<file path="src/rtl/cpu_pkg.sv">
// Shared CPU front-end constants: default datapath widths and the NOP encoding.
package cpu_pkg;

  localparam int unsigned ADDR_W  = 8;
  localparam int unsigned INSTR_W = 16;

  localparam logic [INSTR_W-1:0] NOP_INSTR = 16'h0000;

endpackage

</file>
<file path="src/rtl/fetch_stage_if.sv">
// Fetch-stage bus: PC/flush/hold control, decode handshake and program-load port.
interface fetch_stage_if #(
  parameter int unsigned ADDR_W  = cpu_pkg::ADDR_W,
  parameter int unsigned INSTR_W = cpu_pkg::INSTR_W
);

  logic [ADDR_W-1:0]  pc_address;
  logic               flush;
  logic               pc_hold;
  logic               id_ready;
  logic               instr_valid;
  logic [INSTR_W-1:0] instr;
  logic [ADDR_W-1:0]  instr_pc;
  logic               prog_we;
  logic [ADDR_W-1:0]  prog_addr;
  logic [INSTR_W-1:0] prog_data;

  // Core/loader side: drives PC, flush, decode-ready and program writes
  modport master (
    output pc_address, flush, id_ready, prog_we, prog_addr, prog_data,
    input  pc_hold, instr_valid, instr, instr_pc
  );

  // Fetch-stage side
  modport slave (
    input  pc_address, flush, id_ready, prog_we, prog_addr, prog_data,
    output pc_hold, instr_valid, instr, instr_pc
  );

endinterface

</file>
<file path="src/rtl/fetch_stage_instr_rom.sv">
// Instruction memory: synchronous read with enable, synchronous write; a same-edge
// read of the written address returns the old word. Contents survive reset.
module instr_rom #(
  parameter int unsigned ADDR_W  = cpu_pkg::ADDR_W,
  parameter int unsigned INSTR_W = cpu_pkg::INSTR_W
) (
  input  logic               clk,
  input  logic               i_rd_en,
  input  logic [ADDR_W-1:0]  i_rd_addr,
  output logic [INSTR_W-1:0] o_rd_data,
  input  logic               i_we,
  input  logic [ADDR_W-1:0]  i_wr_addr,
  input  logic [INSTR_W-1:0] i_wr_data
);

  localparam int unsigned DEPTH = 1 << ADDR_W;

  logic [INSTR_W-1:0] r_mem [DEPTH];

  // Both ports sample the array before this edge's write lands
  always_ff @(posedge clk) begin
    if (i_we) begin
      r_mem[i_wr_addr] <= i_wr_data;
    end
    if (i_rd_en) begin
      o_rd_data <= r_mem[i_rd_addr];
    end
  end

endmodule

</file>
<file path="src/rtl/fetch_stage.sv">
// Instruction fetch: one request register feeding a 2-entry skid FIFO in front of
// decode. pc_hold back-pressures the PC so the FIFO can never overflow.
module fetch_stage #(
  parameter int unsigned ADDR_W  = cpu_pkg::ADDR_W,
  parameter int unsigned INSTR_W = cpu_pkg::INSTR_W
) (
  input  logic          clk,
  input  logic          reset,
  fetch_stage_if.slave  bus
);

  localparam int unsigned FIFO_DEPTH = 2;
  localparam int unsigned CNT_W      = 2;
  localparam int unsigned OCC_W      = 3;

  logic                  r_req_valid;
  logic [ADDR_W-1:0]     r_req_pc;
  logic [INSTR_W-1:0]    r_fifo_instr [FIFO_DEPTH];
  logic [ADDR_W-1:0]     r_fifo_pc    [FIFO_DEPTH];
  logic                  r_wr_ptr;
  logic                  r_rd_ptr;
  logic [CNT_W-1:0]      r_count;

  logic [INSTR_W-1:0]    w_rom_data;
  logic                  w_pop;
  logic                  w_push;
  logic                  w_hold;
  logic                  w_issue;
  logic [OCC_W-1:0]      w_occ;

  // Occupancy after this edge decides whether a new request still fits
  always_comb begin
    w_pop   = (r_count != CNT_W'(0)) && bus.id_ready;
    w_push  = r_req_valid && !bus.flush;
    w_occ   = OCC_W'(r_count) + OCC_W'(r_req_valid) - OCC_W'(w_pop);
    w_hold  = !bus.flush && (w_occ >= OCC_W'(2));
    w_issue = !reset && !bus.flush && !w_hold;
  end

  instr_rom #(
    .ADDR_W  (ADDR_W),
    .INSTR_W (INSTR_W)
  ) u_rom (
    .clk       (clk),
    .i_rd_en   (w_issue),
    .i_rd_addr (bus.pc_address),
    .o_rd_data (w_rom_data),
    .i_we      (bus.prog_we),
    .i_wr_addr (bus.prog_addr),
    .i_wr_data (bus.prog_data)
  );

  always_ff @(posedge clk or posedge reset) begin
    if (reset) begin
      r_req_valid <= 1'b0;
      r_req_pc    <= '0;
    end else begin
      r_req_valid <= w_issue;
      if (w_issue) begin
        r_req_pc <= bus.pc_address;
      end
    end
  end

  // Flush outranks push and pop; stale entries are left behind but never valid
  always_ff @(posedge clk or posedge reset) begin
    if (reset) begin
      r_count  <= '0;
      r_wr_ptr <= 1'b0;
      r_rd_ptr <= 1'b0;
      for (int i = 0; i < int'(FIFO_DEPTH); i++) begin
        r_fifo_instr[i] <= INSTR_W'(cpu_pkg::NOP_INSTR);
        r_fifo_pc[i]    <= '0;
      end
    end else if (bus.flush) begin
      r_count  <= '0;
      r_wr_ptr <= 1'b0;
      r_rd_ptr <= 1'b0;
    end else begin
      if (w_push) begin
        r_fifo_instr[r_wr_ptr] <= w_rom_data;
        r_fifo_pc[r_wr_ptr]    <= r_req_pc;
        r_wr_ptr               <= ~r_wr_ptr;
      end
      if (w_pop) begin
        r_rd_ptr <= ~r_rd_ptr;
      end
      case ({w_push, w_pop})
        2'b10:   r_count <= r_count + CNT_W'(1);
        2'b01:   r_count <= r_count - CNT_W'(1);
        default: r_count <= r_count;
      endcase
    end
  end

  assign bus.pc_hold     = w_hold;
  assign bus.instr_valid = (r_count != CNT_W'(0));
  assign bus.instr       = r_fifo_instr[r_rd_ptr];
  assign bus.instr_pc    = r_fifo_pc[r_rd_ptr];

endmodule
</file>
<file path="src/flat_wrapper.sv">
// flat-port wrapper written by rule: the top's interface ports become plain ports
module fetch_stage_flat 
#(
  parameter int unsigned ADDR_W  = cpu_pkg::ADDR_W,
  parameter int unsigned INSTR_W = cpu_pkg::INSTR_W
)
  (clk, reset, bus_pc_address, bus_flush, bus_id_ready, bus_prog_we, bus_prog_addr, bus_prog_data, bus_pc_hold, bus_instr_valid, bus_instr, bus_instr_pc);
  fetch_stage_if #(.ADDR_W(ADDR_W), .INSTR_W(INSTR_W)) bus_i ();
  input  logic clk;
  input  logic reset;
  input wire logic [$bits(bus_i.pc_address)-1:0] bus_pc_address;
  input wire logic [$bits(bus_i.flush)-1:0] bus_flush;
  input wire logic [$bits(bus_i.id_ready)-1:0] bus_id_ready;
  input wire logic [$bits(bus_i.prog_we)-1:0] bus_prog_we;
  input wire logic [$bits(bus_i.prog_addr)-1:0] bus_prog_addr;
  input wire logic [$bits(bus_i.prog_data)-1:0] bus_prog_data;
  output wire logic [$bits(bus_i.pc_hold)-1:0] bus_pc_hold;
  output wire logic [$bits(bus_i.instr_valid)-1:0] bus_instr_valid;
  output wire logic [$bits(bus_i.instr)-1:0] bus_instr;
  output wire logic [$bits(bus_i.instr_pc)-1:0] bus_instr_pc;
  assign bus_i.pc_address = bus_pc_address;
  assign bus_i.flush = bus_flush;
  assign bus_i.id_ready = bus_id_ready;
  assign bus_i.prog_we = bus_prog_we;
  assign bus_i.prog_addr = bus_prog_addr;
  assign bus_i.prog_data = bus_prog_data;
  assign bus_pc_hold = bus_i.pc_hold;
  assign bus_instr_valid = bus_i.instr_valid;
  assign bus_instr = bus_i.instr;
  assign bus_instr_pc = bus_i.instr_pc;
  fetch_stage #(.ADDR_W(ADDR_W), .INSTR_W(INSTR_W)) u_core (.clk(clk), .reset(reset), .bus(bus_i));
endmodule
</file>
<file path="config.mk">
export PLATFORM = sky130hd
export DESIGN_NAME = fetch_stage_flat
export DESIGN_NICKNAME = d
export VERILOG_FILES = /design/src/rtl/cpu_pkg.sv /design/src/rtl/fetch_stage_if.sv /design/src/rtl/fetch_stage_instr_rom.sv /design/src/rtl/fetch_stage.sv /design/src/flat_wrapper.sv
export SDC_FILE = /design/constraint.sdc
export NUM_CORES = 2
export LEC_CHECK = 0
export ABC_AREA = 0
export BUFFER_PORTS_ARGS = -buffer_cell sky130_fd_sc_hd__buf_4
export CORE_MARGIN = 4
export CORE_UTILIZATION = 40
export CTS_CLUSTER_DIAMETER = 60
export DETAILED_ROUTE_END_ITERATION = 8
export PLACE_DENSITY_LB_ADDON = 0.15
export SLEW_MARGIN = 10
export SYNTH_ARGS = -nofsm -noshare
export SYNTH_HDL_FRONTEND = slang
export SYNTH_SLANG_ARGS = --single-unit
</file>
<file path="constraint.sdc">
create_clock -name clk -period 7.25 [get_ports clk]
set_input_delay 0.3625 -clock clk [delete_from_list [all_inputs] [get_ports clk]]
set_output_delay 0.3625 -clock clk [all_outputs]
set_load 0.02 [all_outputs]
</file>
Yosys cells after proc, flatten, opt, wreduce, memory -nomap -nowiden
Memories as Yosys holds them, arrays and structs flattened. A register that Yosys moved wholly into a read port is not among the register bits. Index checks and enable logic that the tools add are counted.

Output and inout port bits: 26. Memories: 1. Input bits: 37. Latch bits: 0. Bits in read-only memories: 0. RAM bits: 4096. Register bits: 61.

Memory list: u_core.u_rom.r_mem (depth 256, bits a word 16, rd ports 1, clocked after memory_dff 1, wr ports 1, line fetch_stage_instr_rom.sv:18) `logic [INSTR_W-1:0] r_mem [DEPTH];`.

Shift-type cells: 0. Order comparisons: 4. Reductions and logical operators: 14. $add $sub $neg: 4. Equal/unequal tests: 2. $mul: 0. Bitwise logic cells: 5. Divide/modulo/power cells: 0. Multiplexer cells: 20.

Operators by type and width (count): two-way mux 16 bit (4); bitwise mux 32 bit (1); two-way mux 8 bit (4); bitwise mux 16 bit (1); demux 16 bit (select 1 bit) (1); demux 8 bit (select 1 bit) (1); logical AND 1 bit (6); two-way mux 1 bit (6); nonzero test 2 bit (3); >= comparator 2 bit (second input constant) (2); NOT 1 -> 2 bit (2); one-hot mux 2 bit (2 select lines) (1); adder 2 x 1 -> 3 bit (1); >= comparator 3 x 2 -> 1 bit (second input constant) (1); logical NOT 1 bit (3); NOT 1 bit (3); nonzero test 3 bit (1); subtractor 3 x 1 -> 3 bit (1); adder 2 x 1 -> 2 bit (second input constant) (1); equality test 2 x 1 -> 1 bit (second input constant) (1); equality test 2 bit (second input constant) (1); less-than comparator 2 x 1 -> 1 bit (second input constant) (1); two-way mux 2 bit (1); AND reduction 2 bit (1); subtractor 2 x 1 -> 2 bit (second input constant) (1).

Longest topological paths before layout
Depth in word-level cells: 7. Gate-level depth with buffers: 13.

Hierarchy
Synthesis repeated with hierarchy kept, for this count alone.

Cell total of the unflattened synthesis: 7536. Area, all modules: 161633.8 um^2.

Modules (own cells, without submodules): instr_rom (seq. area each 123478.4 um^2, cells an instance 7360, area an instance 158874.9 um^2, instances 1); fetch_stage (seq. area each 1526.5 um^2, cells an instance 176, area an instance 2758.9 um^2, instances 1).

Worst setup path after synthesis
OpenSTA, ideal clock, no wires.

Kind: reg-to-reg. From: register u_core.r_count[1]. To: register u_core.u_rom.o_rd_data[0] (read register of u_core.u_rom.r_mem), enable pin. Path slack: 4.360 ns. Stages on the path, launching flop included: 10. Data required time: 6.876 ns. Buffers on the path: 0. Data arrival time: 2.516 ns. Cell sequence: dfrtp_1 or2_2 nand2_1 inv_1 ha_1 nand2b_1 fa_1 xnor2_1 nand3_1 inv_1.

Word-level cells in the longest chain between the ends: 7. Elaborated cells between the ends (all ways): 8. Those cells by class: add/sub: 2; order compare: 1; reduce/logical: 5.

Ends and longest elaborated chain: start: declaration (line fetch_stage.sv:22) `logic [CNT_W-1:0] r_count;`; start signal: assignment (line fetch_stage.sv:89) `2'b10: r_count <= r_count + CNT_W'(1);`; start signal: assignment (line fetch_stage.sv:90) `2'b01: r_count <= r_count - CNT_W'(1);`; start signal: assignment (line fetch_stage.sv:91) `default: r_count <= r_count;`; nonzero test 2 bit; named net bus_instr_valid (line flat_wrapper.sv:18) `output wire logic [$bits(bus_i.instr_valid)-1:0] bus_instr_valid;`; logical AND 1 bit (line fetch_stage.sv:33) `w_pop = (r_count != CNT_W'(0)) && bus.id_ready;`; subtractor 3 x 1 -> 3 bit (line fetch_stage.sv:35) `w_occ = OCC_W'(r_count) + OCC_W'(r_req_valid) - OCC_W'(w_pop);`; >= comparator 3 x 2 -> 1 bit (line fetch_stage.sv:36) `w_hold = !bus.flush && (w_occ >= OCC_W'(2));`; logical AND 1 bit (line fetch_stage.sv:36); logical NOT 1 bit (line fetch_stage.sv:37) `w_issue = !reset && !bus.flush && !w_hold;`; logical AND 1 bit (line fetch_stage.sv:37); named net u_core.u_rom.i_rd_en (line fetch_stage_instr_rom.sv:8) `input logic i_rd_en,`; end: declaration (line fetch_stage_instr_rom.sv:10) `output logic [INSTR_W-1:0] o_rd_data,`.

The timed path passes the listed nets, and every way through them passes these cells. A chain may end at the register's enable or synchronous reset.

==> results.env <==
SW_FRAC_OF_TOTAL_PCT=22.0
SYNTH-EDFF-COUNT=4112
TIMING.CRITICAL_PATH.CELLS='dlygate4sd3_1 > buf_4 > buf_4 > nor2_1 > nand2_1 > nor2_1 > a221oi_1 > o21ai_0 > a211oi_1 > nor4_1'
GPL.FINAL_WEIGHTED_CONGESTION=0.831
YS_TYPES=64
AREA.GROWTH.SYNTH_TO_FINAL_PCT=13.8
TIMING.MAX_CAP.VIOLATIONS=0
WORST_EP_REQUIRED_TIME_PS=7900
WORSTMARGINPINSLEW_PS=1480
NETLIST_AREA_UM2=162000
SYNTH-COMPOUND-AREA-SHARE_PCT=3.16
YOSYS_MOST_USED_DFF='edfxtp_1'
CTS.SINK_COUNT=4173
SYNTH-XOR-AREA-SHARE_PCT=0.0270
MAX-SLEW-MARGIN-REL_PCT=1.64
YOSYS-MUX-AREA-FRACTION_PCT=15.9
UNREPAIRED_SETUP_ENDPOINTS_AFTER_GLOBAL_ROUTING='false'
CELLLEAKAGEPOWER_nW=58.3
NETLIST.TOP_CELL.BY_AREA='edfxtp_1'
MAX_FREQ_MHz=233
P_COMB_SHARE_PCT=5.8
NETLIST.AREA_LEADER.SHARE_PCT=76.2
TOTAL_AREA_OF_MULTI_INPUT_COMBINATIONAL_CELLS_UM2=34200
TIMING_MAX_TRANSITION_VIOLATIONS_FINAL=0
DIE-HEIGHT_UM=644
TIMING.CLOCK.SKEW_PS=34.7
TRITONCTS.NUM_BUFFERS=440
POWER_PER_CELL_AREA_nW_PER_UM2=282
CRITPATHMAXFANOUT=15
CLKPWRFRAC_PCT=42.5
COMBINATIONAL_FAMILY_WITH_THE_MOST_AREA_AFTER_SYNTHESIS='multiplexers'
DIE-AREA_UM2=415000
SYNTHESIZED_NETLIST_NET_COUNT=7485
PORT-BUFFER-COUNT=62
DRTITER0DRC=9730
GRT_OVERFLOW=0
NET-SWITCHING-POWER_mW=11.4
FINALSETUPTNS_PS=0
CTS.REPAIR_TIMING.SETUP_BUFFER_COUNT=0
CP-START-KIND='input pin'
POSTSYNTHCELLCOUNT=7446
TIMING.CRITICAL_PATH.ARRIVAL_PS=4940
GRT_UTIL_ALL_LAYERS_PCT=22.2
END_KIND='register'
WORST_PATH_MAX_DELAY_CELL='a211oi_1'
SYNTH_AREA_LEADERS='edfxtp_1 (76%), mux4_2 (11%), mux2i_1 (3.4%), o221ai_1 (1.0%), dfrtp_1 (0.94%)'
POWER.TOTAL_mW=52.0
DIE_W_UM=644
CTS_TREE='done'
DP.FINAL_HPWL_MM=277
WORST_SETUP_HOLD_PATH_CLK_SLEW_PS=60
SYNTH-SEQ-CELLS=4173
GRT_ANTENNA_BEFORE_REPAIR=34
SEQPWRFRAC_PCT=51.7
SYNTH.YOSYS.WARNINGS=0
INITIAL_UTILIZATION_PCT=40.2
FINAL.PERIOD_UTILIZATION_PCT=59.1
NUMBER_OF_NETS_IN_THE_LAYOUT=7948
GRT_START_MAX_NET_PINS=173
POSTSYNTH.ASYNCRESETSHARE_PCT=1.46
VIAS=80467
GLOBAL_ROUTE_WIRE_LENGTH_BEFORE_REPAIR_MM=652
SYNTH_SEQ_AREA_SHARE_PCT=77.2
FINALSETUPVIOLCOUNT=0
REPORT.FINAL.HOLD_VIOL_COUNT=0
CLK_LATENCY_PS=980
ROUTEDWLPERCELL_UM=34.3
IR_DROP_mV=0.221
VIA_PER_INST=5.88
TIMING_WORST_SETUP_PATH_TYPE='input pin to register'
MAX_STAGE_DELAY_PS=1180
ROUTE.FINAL.WIRE_LENGTH_MM=470
CTSLONGESTPATHBUFFERS=4
RESULT_OF_THE_RUN='completed'
FRACTION_OF_FINAL_LAYOUT_CELLS_WITH_DRIVE_STRENGTH_GREATER_THAN_1_PCT=25.7
MIN-DELAY-PATH-CLASS='input pin to register'
HTREEDEPTH=5
SEQUENTIAL_CELL_AREA_UM2=125000
FILLERINSTANCES=33851
ROWS=233
NUMBER_OF_REMAINING_DRC_ERRORS=0
REMAINING_NUMBER_OF_NETS_FLAGGED_BY_THE_ANTENNA_CHECK_AFTER_ROUTING=0
POWER_REPORT.INTERNAL_TOTAL_mW=40.6
DETAILEDROUTE.FIRSTPASSITERATIONCOUNT=5
IOPINCOUNT=63
SYNTHADDERAREAFRAC_PCT=0.0201
CORE_UM2=403000
SYNTH-SIMPLE-AREA-SHARE_PCT=1.73
FINAL_PERIOD_MINUS_WORST_SETUP_SLACK_PS=4280
POST_SYNTH_MOST_FREQUENT_CELLS='edfxtp_1 (4112), mux4_2 (820), mux2i_1 (554), nor2_1 (316), o221ai_1 (190)'
GRT_PASS1_VIAS=79917
CLOCK_TREE.ROOT_CELL='clkbuf_16'
POSTSYNTHAREAPERCELL_UM2=21.7
MOST_FREQUENT_CELL_AFTER_SYNTHESIS='edfxtp_1'
-- metrics by stage --
step	hold WS [ps]	utilization, %	instances	setup WS (ps)	area [um2]
after floorplan	458	-	7446	4360	162000
after global placement	477	42.2	12843	1680	170000
after detailed placement	487	42.2	12849	2230	170000
after CTS	4.79	45.7	13676	3110	184000
after global routing	140	45.7	13678	3020	184000
final	147	45.7	13694	2970	184000
-- power by group through the flow --
stage | clock, mW | combinational, mW | sequential, mW
floorplan | 0 | 1.70 | 27.3
global placement | 0 | 3.02 | 27.4
detailed placement | 0 | 3.06 | 27.4
CTS | 22.5 | 3.08 | 26.9
global route | 23.6 | 3.20 | 26.9
finish | 22.1 | 3.04 | 26.9
-- worst paths after layout --
kind                                              to               startpoint  cells after the start  slack [ps]
setup / recovery           u_core.u_rom.o_rd_data[3]        bus_pc_address[5]                     10        2970
hold / removal                       u_core.r_wr_ptr                bus_flush                      3         150
setup reg to reg           u_core.u_rom.o_rd_data[7]        u_core.r_count[1]                      9        3480
hold reg to reg              u_core.r_fifo_instr[12]  u_core.r_fifo_instr[12]                      1         500
max in group asynchronous    u_core.r_fifo_instr[28]                    reset                      4        6550
min in group asynchronous         u_core.r_req_valid                    reset                      4         190
-- what timing repair did --
action,4_1_cts,5_1_grt
hold endpoints to repair,1133,7
gates resized for setup,0,0
hold buffers,22,1
-- layer usage --
| metal | wire length [um] | GRT usage [%] | vias up |
|---|---|---|---|
| met5 | 114 | 0 | - |
| met4 | 13500 | 6.02 | 20 |
| met3 | 29900 | 2.97 | 633 |
| met2 | 226000 | 35.8 | 3156 |
| met1 | 200000 | 31.8 | 44092 |
| li1 | - | - | 32566 |
-- logic make-up (layout without fill, tap and decap cells) --
| family | count (synthesis) | after routing |
|---|---|---|
| XOR/XNOR | 5 | 5 |
| multiplexers | 1487 | 1487 |
| AND/OR/NAND/NOR | 635 | 635 |
| AO/OA/AOI/OAI | 686 | 686 |
| adder cells (fa/ha/maj) | 2 | 2 |
| flip-flops | 4173 | 4173 |
| buffers and inverters | 458 | 1284 |
| other | 0 | 17 |
-- cell type report --
type                            instances  area share [%]
Antenna cell                           17          0.0231
Clock buffer                          530            6.26
Clock inverter                        275            1.36
Inverter                                9          0.0265
Multi-Input combinational cell       2815            18.6
Sequential cell                      4173            67.8
Tap cell                             5405            3.67
Timing Repair Buffer                  470            2.23
-- layout by cell type, fill, tap and decap left out, drive strengths merged, types with 25 or more instances in the layout --
master,instances
buf,445
mux2i,554
nand4,25
nor2,316
a221oi,35
mux4,852
mux2,81
clkinv,202
nand3,58
a211o,26
bufinv,41
o22ai,129
dfrtp,61
clkbuf,531
nor3,46
a211oi,42
inv,28
o221ai,206
edfxtp,4112
o21ai,71
a21oi,85
nand2,116
-- registers in the layout, indices dropped and copies added, names as in the netlist --
signal,cells
u_core.u_rom.r_mem,4096
u_core.u_rom.o_rd_data,16
u_core.r_req_pc,8
u_core.r_req_valid,1
u_core.r_fifo_instr,32
u_core.r_fifo_pc,16
u_core.r_count,2
u_core.r_rd_ptr,1
u_core.r_wr_ptr,1
-- critical path: cells and delay by family --
kind / cells / cell delay (ps)
compound gates: 3 / 2250
buf+inv: 3 / 1250
simple gates: 4 / 1030
Power figures use the tool's default switching activity.
